===== config.mk =====
export PLATFORM = sky130hd
export DESIGN_NAME = uart_rx
export DESIGN_NICKNAME = d
export VERILOG_FILES = /design/src/rtl/uart_rx.sv
export SDC_FILE = /design/constraint.sdc
export NUM_CORES = 1
export LEC_CHECK = 0
export CAP_MARGIN = 20
export CORE_MARGIN = 5
export CORE_UTILIZATION = 58
export CTS_CLUSTER_SIZE = 30
export DETAILED_ROUTE_END_ITERATION = 16
export PLACE_DENSITY = 0.85
export RECOVER_POWER = 100
export SLEW_MARGIN = 20
export SYNTH_ARGS = -nofsm -noshare
export SYNTH_HDL_FRONTEND = slang
export SYNTH_SLANG_ARGS = --single-unit

===== constraint.sdc =====
create_clock -name i_clk -period 3.5 [get_ports i_clk]
set_input_delay 0.35 -clock i_clk [delete_from_list [all_inputs] [get_ports i_clk]]
set_output_delay 0.35 -clock i_clk [all_outputs]
set_load 0.02 [all_outputs]

===== src/rtl/uart_rx.sv =====
// 16x-oversampling UART receiver: start/data/[parity]/stop framing, one-cycle o_valid per frame.
// Define UART_RX_MAJORITY_EN for a 3-sample majority vote (ticks 7/8/9) instead of a tick-8 sample.
`timescale 1ns/1ps
module uart_rx #(
    parameter int DATA_WIDTH = 8,
    parameter int PARITY_EN  = 0
) (
    input  logic                  i_clk,
    input  logic                  i_rst,
    input  logic                  i_baud_x16,
    output logic                  o_baud_x16_en,
    input  logic                  i_RX,
    output logic [DATA_WIDTH-1:0] o_data,
    output logic                  o_valid,
    output logic                  o_frame_err,
    output logic                  o_parity_err,
    output logic                  o_busy
);
    localparam int IdxW = (DATA_WIDTH > 1) ? $clog2(DATA_WIDTH) : 1;
    localparam logic [IdxW-1:0] LastIdx = IdxW'(DATA_WIDTH - 1);

    typedef enum logic [2:0] {ST_IDLE, ST_START, ST_DATA, ST_PARITY, ST_STOP} state_t;

    state_t                r_state;
    logic                  r_rx_meta, r_rx_s, r_rx_d;
    logic [3:0]            r_tick;
    logic [IdxW-1:0]       r_idx;
    logic [DATA_WIDTH-1:0] r_shift;
    logic                  r_par_bad;
    logic [DATA_WIDTH-1:0] r_data;
    logic                  r_valid, r_frame_err, r_parity_err, r_en;

    logic       w_fall, w_sample, w_sample_pt, w_bit_end;
    logic [4:0] w_tick_n;

    always_ff @(posedge i_clk or posedge i_rst) begin
        if (i_rst) begin
            r_rx_meta <= 1'b1;
            r_rx_s    <= 1'b1;
            r_rx_d    <= 1'b1;
        end else begin
            r_rx_meta <= i_RX;
            r_rx_s    <= r_rx_meta;
            r_rx_d    <= r_rx_s;
        end
    end

    assign w_fall    = r_rx_d & ~r_rx_s;
    // Number of the tick arriving this cycle within the current bit (1..16).
    assign w_tick_n  = {1'b0, r_tick} + 5'd1;
    assign w_bit_end = i_baud_x16 && (w_tick_n == 5'd16);

`ifdef UART_RX_MAJORITY_EN
    logic r_v7, r_v8;
    assign w_sample_pt = i_baud_x16 && (w_tick_n == 5'd9);
    assign w_sample    = (r_v7 & r_v8) | (r_v7 & r_rx_s) | (r_v8 & r_rx_s);

    always_ff @(posedge i_clk or posedge i_rst) begin
        if (i_rst) begin
            r_v7 <= 1'b1;
            r_v8 <= 1'b1;
        end else if (i_baud_x16) begin
            if (w_tick_n == 5'd7) r_v7 <= r_rx_s;
            if (w_tick_n == 5'd8) r_v8 <= r_rx_s;
        end
    end
`else
    assign w_sample_pt = i_baud_x16 && (w_tick_n == 5'd8);
    assign w_sample    = r_rx_s;
`endif

    always_ff @(posedge i_clk or posedge i_rst) begin
        if (i_rst) begin
            r_state      <= ST_IDLE;
            r_tick       <= 4'd0;
            r_idx        <= '0;
            r_shift      <= '0;
            r_par_bad    <= 1'b0;
            r_data       <= '0;
            r_valid      <= 1'b0;
            r_frame_err  <= 1'b0;
            r_parity_err <= 1'b0;
            r_en         <= 1'b0;
        end else begin
            r_valid <= 1'b0;
            // Follows the state one cycle late so the enable drops after the return to IDLE.
            r_en    <= (r_state != ST_IDLE);
            if (i_baud_x16) r_tick <= r_tick + 4'd1;
            unique case (r_state)
                ST_IDLE: begin
                    r_tick <= 4'd0;
                    if (w_fall) begin
                        r_state   <= ST_START;
                        r_idx     <= '0;
                        r_par_bad <= 1'b0;
                    end
                end
                ST_START: begin
                    if (w_sample_pt && w_sample) begin
                        r_state <= ST_IDLE;
                        r_tick  <= 4'd0;
                    end else if (w_bit_end) begin
                        r_state <= ST_DATA;
                        r_tick  <= 4'd0;
                    end
                end
                ST_DATA: begin
                    if (w_sample_pt) r_shift[r_idx] <= w_sample;
                    if (w_bit_end) begin
                        r_tick <= 4'd0;
                        if (r_idx == LastIdx) begin
                            r_state <= (PARITY_EN != 0) ? ST_PARITY : ST_STOP;
                        end else begin
                            r_idx <= r_idx + IdxW'(1);
                        end
                    end
                end
                ST_PARITY: begin
                    if (w_sample_pt) r_par_bad <= w_sample ^ (^r_shift);
                    if (w_bit_end) begin
                        r_state <= ST_STOP;
                        r_tick  <= 4'd0;
                    end
                end
                ST_STOP: begin
                    // Leave mid-stop-bit so the next start edge is caught with half a bit of margin.
                    if (w_sample_pt) begin
                        r_data       <= r_shift;
                        r_frame_err  <= ~w_sample;
                        r_parity_err <= r_par_bad;
                        r_valid      <= 1'b1;
                        r_state      <= ST_IDLE;
                        r_tick       <= 4'd0;
                    end
                end
                default: r_state <= ST_IDLE;
            endcase
        end
    end

    assign o_data        = r_data;
    assign o_valid       = r_valid;
    assign o_frame_err   = r_frame_err;
    assign o_parity_err  = r_parity_err;
    assign o_baud_x16_en = r_en;
    assign o_busy        = (r_state != ST_IDLE);
endmodule


==> run summary, run 1 <==
Syn Area/Cell: 12.55 sq um
Total Power: 0.0008999 W
Fill cells: 230
Cell Pwr Density: 473.8 nW/um^2
Failing checks: capacitance limit, slew limit
Synth warn: 0
Internal Power: 0.0006181 W
Final Hold Viols: 0
Crit Path Class: flip-flop to flip-flop
Vias: 1101
First-pass GRT wire length: 5223 um
Final TNS setup: 0 ps
# clock sinks: 34
Combinational Power Share: 21.8%
Synth Register Bits: 34
Netlist cell types: 40
Worst skew pair latency: 330 ps
Port buffer count: 16
Worst path max stage delay: 970 ps
NetSw: 0.0002818 W
Fin crit period: 2500 ps
Drt total wl: 2901 um
Drt pass-1 iters: 4
# IOs: 17
Peak VDD IR: 317.2 uV
Critical Path AT: 2720 ps
CP max FO: 12
Clock power frac: 24.4%
Peak Freq: 0.4000 GHz
Share of cells above drive strength 1: 15.19%
Cell Chain, Critical Path: ha_1, nand4b_2, nor2_1, o211ai_1, mux2_2
HPWL after DPL: 2114 um
TritonCTS clock tree: yes
Chip Height: 64.64 um
# nets final: 165
Post-route cell area: 1899 sq um
Slowest-stage cell, CP: o211ai_1
Initial drt markers: 25
Commonest non-fill, non-tap cells in the layout: dfrtp_1, dlygate4sd3_1, mux2_1
Final period util: 71.43%
WP buf/inv: 0
Congestion Overflow GR: 0
Post-CTS sizing: 0
Leading cell type in the layout, fill and taps excluded: dfrtp_1
Core area: 2805 sq um
Total CTS buffers: 5
Placed cell area: 1907 sq um
RSZ-0062 raised after global routing: false
Gate Count Post-Synth: 138
FF+latch area: 854.6 sq um
Clock Skews: 10.35 ps
Gp weighted congestion: 0.8633
Final Slew Violations: 35
Max Root-Sink Buffers: 2
Row Count: 19
Post-synthesis sequential area ratio: 49.35%
H-tree depth: 2
Syn Nets: 146
Detail-routed via count per cell: 5.825
DRC: 0
Die Width: 64.64 um
Slew @ Worst Pin: 1734 ps
Seq pwr share: 53.8%
Pleak: 0.9136 nW
Hold_buf cts: 0
Die area: 4178 sq um
Area of the mapped netlist: 1732 sq um
Sw frac: 31.32%
CP required: 3720 ps
Pin count of the biggest net entering global routing: 35
Number of global-route vias before repair: 1132
Synth-to-layout area growth: 9.682%
CP Launch Type: flip-flop
Outcome: complete, but fails checks
CTS root buffer: clkbuf_4
Crit path max-delay family: compound AO/OA/AOI/OAI gates
Routed len/inst: 15.35 um
Antenna violations before repair: 0
Crit end category: flip-flop
Setup Buffers After CTS: 0
Multi-input gate area: 763.2 sq um
Initial Util: 61.73%
Max Cap Viol: 1
Clock transition at path regs: 90 ps
HP Class: flip-flop to flip-flop
Remaining antenna violation count: 0
Slew HR: -15.59%
# setup viols final: 0
Antenna cells: 0
Gr usage total: 16.71%
-- final cells by class --
| type | instances | area share, % |
|---|---|---|
| timing repair buffer | 17 | 8.630 |
| sequential | 34 | 44.99 |
| tap | 31 | 2.042 |
| clock inverter | 1 | 0.2635 |
| clock buffer | 7 | 2.899 |
| multi-input combinational | 94 | 40.18 |
| inverter | 5 | 0.9881 |
-- through the flow --
step	hold WS (ps)	util, %	setup slack (ps)	instances
after floorplan	345.2	-	1680	138
after global placement	346.1	67.98	1250	181
after detailed placement	349.1	67.98	1170	181
after CTS	363.0	70.12	1286	189
after global routing	374.4	67.71	800.8	189
final	366.2	67.71	999.8	189
-- cell usage after synthesis (all sizes together) --
cell type	instances	area share, %
buf	3	1.4
nand3	4	1.4
xnor2	9	4.6
and2	2	0.72
a211oi	1	0.43
inv	5	1.1
nor2	10	3.2
ha	4	2.9
a22o	2	1.0
nand2	6	1.3
o21ai	4	1.2
nor3	4	1.2
a21o	1	0.43
clkbuf	2	0.43
a21oi	4	1.2
mux2i	1	0.58
xor2	2	1.0
nor3b	4	2.9
nand4b	4	3.3
a222oi	1	0.58
dfstp	3	4.6
nor2b	3	1.1
o211ai	8	4.8
mux2	18	13
dfrtp	31	45
o21a	1	0.43
and2b	1	0.43
-- final timing paths --
kind	depth (start not counted)	slack, ps	to	startpoint
max reg2reg	5	1000	o_data[1]	r_tick[0]
max	5	1000	o_data[1]	r_tick[0]
min	0	370	r_rx_s	r_rx_meta
max in group asynchronous	3	1440	r_shift[4]	i_rst
min in group asynchronous	3	1060	r_state[0]	i_rst
min reg2reg	0	370	r_rx_s	r_rx_meta
-- sequential cells by signal, summed over array words and instances (netlist names) --
signal         count
o_baud_x16_en      1
o_data             8
o_frame_err        1
o_parity_err       1
o_valid            1
r_idx              3
r_par_bad          1
r_rx_d             1
r_rx_meta          1
r_rx_s             1
r_shift            8
r_state            3
r_tick             4
-- cells by family after synthesis --
logic type               count (synthesis)  synth area share, %
adder cells (fa/ha/maj)                  4                2.890
XOR/XNOR                                11                5.564
multiplexers                            19                13.80
AO/OA/AOI/OAI                           22                10.04
AND/OR/NAND/NOR                         38                15.46
buffers and inverters                   10                2.890
flip-flops                              34                49.35
-- metal layers --
layer | up-vias | track usage [%] | wire length [um]
met5 | - | 0 | 0
met4 | 0 | 10.29 | 75
met3 | 7 | 4.491 | 176
met2 | 33 | 26.03 | 1405
met1 | 533 | 20.76 | 1242
li1 | 528 | - | -
-- power groups by stage --
stage	registers, W	clock network (W)	logic [W]
after floorplan	0.000477	0	0.000169
after global placement	0.000489	0	0.000199
after detailed placement	0.000493	0	0.000209
after CTS	0.000485	0.000228	0.000211
after global routing	0.000492	0.000248	0.000222
final	0.000484	0.000220	0.000196
(Power assumes the default switching activity.)
==> run 2: changes to the inputs <==
CORE_UTILIZATION = 50   (was 58)
PLACE_DENSITY = 0.78   (was 0.85)
clock period = 2.1 ns   (was 3.5 ns; I/O delays follow)
==> run 2 against run 1 <==
  * The flow now finishes without violations
  * Worst setup slack lost 850 ps
  * Routed wire length up 1.0%
  * Non-clock buffer count rose by 3
  * Combinational power increased by 78%
  * Cell count is 9.5% higher
  * Via count down 1.5%
  * Critical path type is now flip-flop to output port
==> run summary, run 2 (synthesis gave the netlist of run 1 again) <==
R2r worst-path depth: 6 (+1)
First-pass GRT wire length: 5078 um (-2.8%)
Final period util: 92.84%
Pleak: 0.9354 nW (+2.4%)
# IOs: 17 (unchanged)
Multi-input gate area: 800.8 sq um (+4.9%)
Fill cells: 300 (+30%)
Outcome: finished clean
Crit end category: output port
Clock transition at path regs: 100 ps (about the same)
Peak Freq: 0.5129 GHz
Vias: 1085 (-1.5%)
Reg2reg setup slack: 160 ps (-840 ps)
Critical Path AT: 1740 ps (-980 ps)
Crit Path Class: flip-flop to output port
Antenna cells: 0 (unchanged)
Cell Pwr Density: 777.6 nW/um^2 (+64%)
Drt pass-1 iters: 4 (unchanged)
Die area: 4740 sq um (+13%)
Max Cap Viol: 0 (-1)
Chip Height: 68.85 um (+6.5%)
Pin count of the biggest net entering global routing: 35 (unchanged)
HPWL after DPL: 2134 um (+0.96%)
Worst Setup SP: r_state[0]
Worst path max stage delay: 540 ps (-430 ps)
Critical R2R Launch: r_tick[0]
Clock power frac: 24.4% (about the same)
Hold slack final: 369.5 ps (+3.293 ps)
Post-CTS sizing: 0 (unchanged)
Share of cells above drive strength 1: 16.77% (+1.6 points)
Final Hold Viols: 0 (unchanged)
Max Root-Sink Buffers: 2 (unchanged)
Antenna violations before repair: 0 (unchanged)
Synth-to-layout area growth: 14.09%
Internal Power: 0.001042 W (+69%)
HP Class: flip-flop to flip-flop
Routed len/inst: 14.15 um (-7.8%)
Setup Buffers After CTS: 0 (unchanged)
Remaining antenna violation count: 0 (unchanged)
Leading cell type in the layout, fill and taps excluded: dfrtp_1
Worst skew pair latency: 340 ps (about the same)
Row Count: 21 (+2)
Initial drt markers: 45 (+80%)
Slew HR: 46.09% (+62 points)
Detail-routed via count per cell: 5.242 (-10%)
Core area: 3337 sq um (+19%)
CTS root buffer: clkbuf_4
CP Launch Type: flip-flop
Drt total wl: 2930 um (+1.0%)
Slew @ Worst Pin: 808.6 ps (-925.3 ps)
Final TNS setup: 0 ps (unchanged)
Commonest non-fill, non-tap cells in the layout: dfrtp_1, mux2_1, dlygate4sd3_1
RSZ-0062 raised after global routing: false
Fin crit period: 1950 ps
Initial Util: 51.89% (-9.8 points)
Port buffer count: 16 (unchanged)
Sw frac: 32.19% (+0.87 points)
Hold_buf cts: 0 (unchanged)
# setup viols final: 0 (unchanged)
Reg-to-reg endpoint: r_shift[1]
FF+latch area: 854.6 sq um (unchanged)
Gr usage total: 14.72% (-2.0 points)
CP max FO: 9 (-3)
Slowest-stage cell, CP: clkdlybuf4s50_1
Cell Chain, Critical Path: nor2_4, nand2_1, clkdlybuf4s50_1
Critical Path End: o_busy
Die Width: 68.85 um (+6.5%)
WP buf/inv: 1 (+1)
# nets final: 168 (+1.8%)
Crit path max-delay family: buffers and inverters
Combinational Power Share: 22.6% (+0.8 points)
Seq pwr share: 53.0% (-0.8 points)
Gp weighted congestion: 0.8208 (-4.9%)
DRC: 0 (unchanged)
NetSw: 0.0004945 W (+75%)
H-tree depth: 2 (unchanged)
Final Slew Violations: 0 (-100%)
# clock sinks: 34 (unchanged)
Total CTS buffers: 5 (unchanged)
Worst path depth: 3 (-2)
TritonCTS clock tree: yes
Clock Skews: 12.89 ps (+2.547 ps)
CP required: 1890 ps (-1830 ps)
Peak VDD IR: 465.8 uV (+47%)
Number of global-route vias before repair: 1080 (-4.6%)
Congestion Overflow GR: 0 (unchanged)
==> run 2: power groups by stage <==
| stage | clock network [W] | registers, W | logic, W |
|---|---|---|---|
| 2_1_floorplan | 0 | 0.000796 | 0.000282 |
| 3_3_place_gp | 0 | 0.000815 | 0.000337 |
| 3_5_place_dp | 0 | 0.000821 | 0.000356 |
| 4_1_cts | 0.000390 | 0.000810 | 0.000358 |
| 5_1_grt | 0.000417 | 0.000822 | 0.000393 |
| 6_report | 0.000375 | 0.000814 | 0.000348 |
==> run 2: final cells by class <==
cell class                 count  share of cell area (%)
tap                           46                   2.913
clock buffer                   7                   2.787
clock inverter                 1                  0.2533
multi-input combinational     94                   40.53
timing repair buffer          20                   9.310
sequential                    34                   43.26
inverter                       5                  0.9500
==> run 2: worst min path at each step <==
stage | start | endpoint | slack (ps) | depth (start not counted)
floorplan | i_RX | r_rx_meta | 210 | 0
global placement | r_rx_meta | r_rx_s | 350 | 0
detailed placement | r_rx_meta | r_rx_s | 350 | 0
CTS | i_RX | r_rx_meta | 260 | 1
global route | r_rx_meta | r_rx_s | 380 | 0
finish | r_rx_meta | r_rx_s | 370 | 0
==> run 2: metal layers <==
layer  wire length [um]  up-vias  GRT usage, %
li1                   -      535             -
met2               1431       22         22.74
met1               1312      523         19.05
met4                 55        0         8.029
met5                  0        -             0
met3                130        5         3.404
==> run 2: through the flow <==
step	power (W)	instance area [sq um]	std cells	setup slack [ps]	utilization [%]
6_report	0.001536	1976	207	150.3	59.21
5_1_grt	0.001632	1976	207	42.56	59.21
2_1_floorplan	0.001077	1732	138	279.7	-
3_3_place_gp	0.001151	1948	199	119.4	58.38
4_1_cts	0.001558	2008	207	38.04	60.18
3_5_place_dp	0.001178	1948	199	72.69	58.38
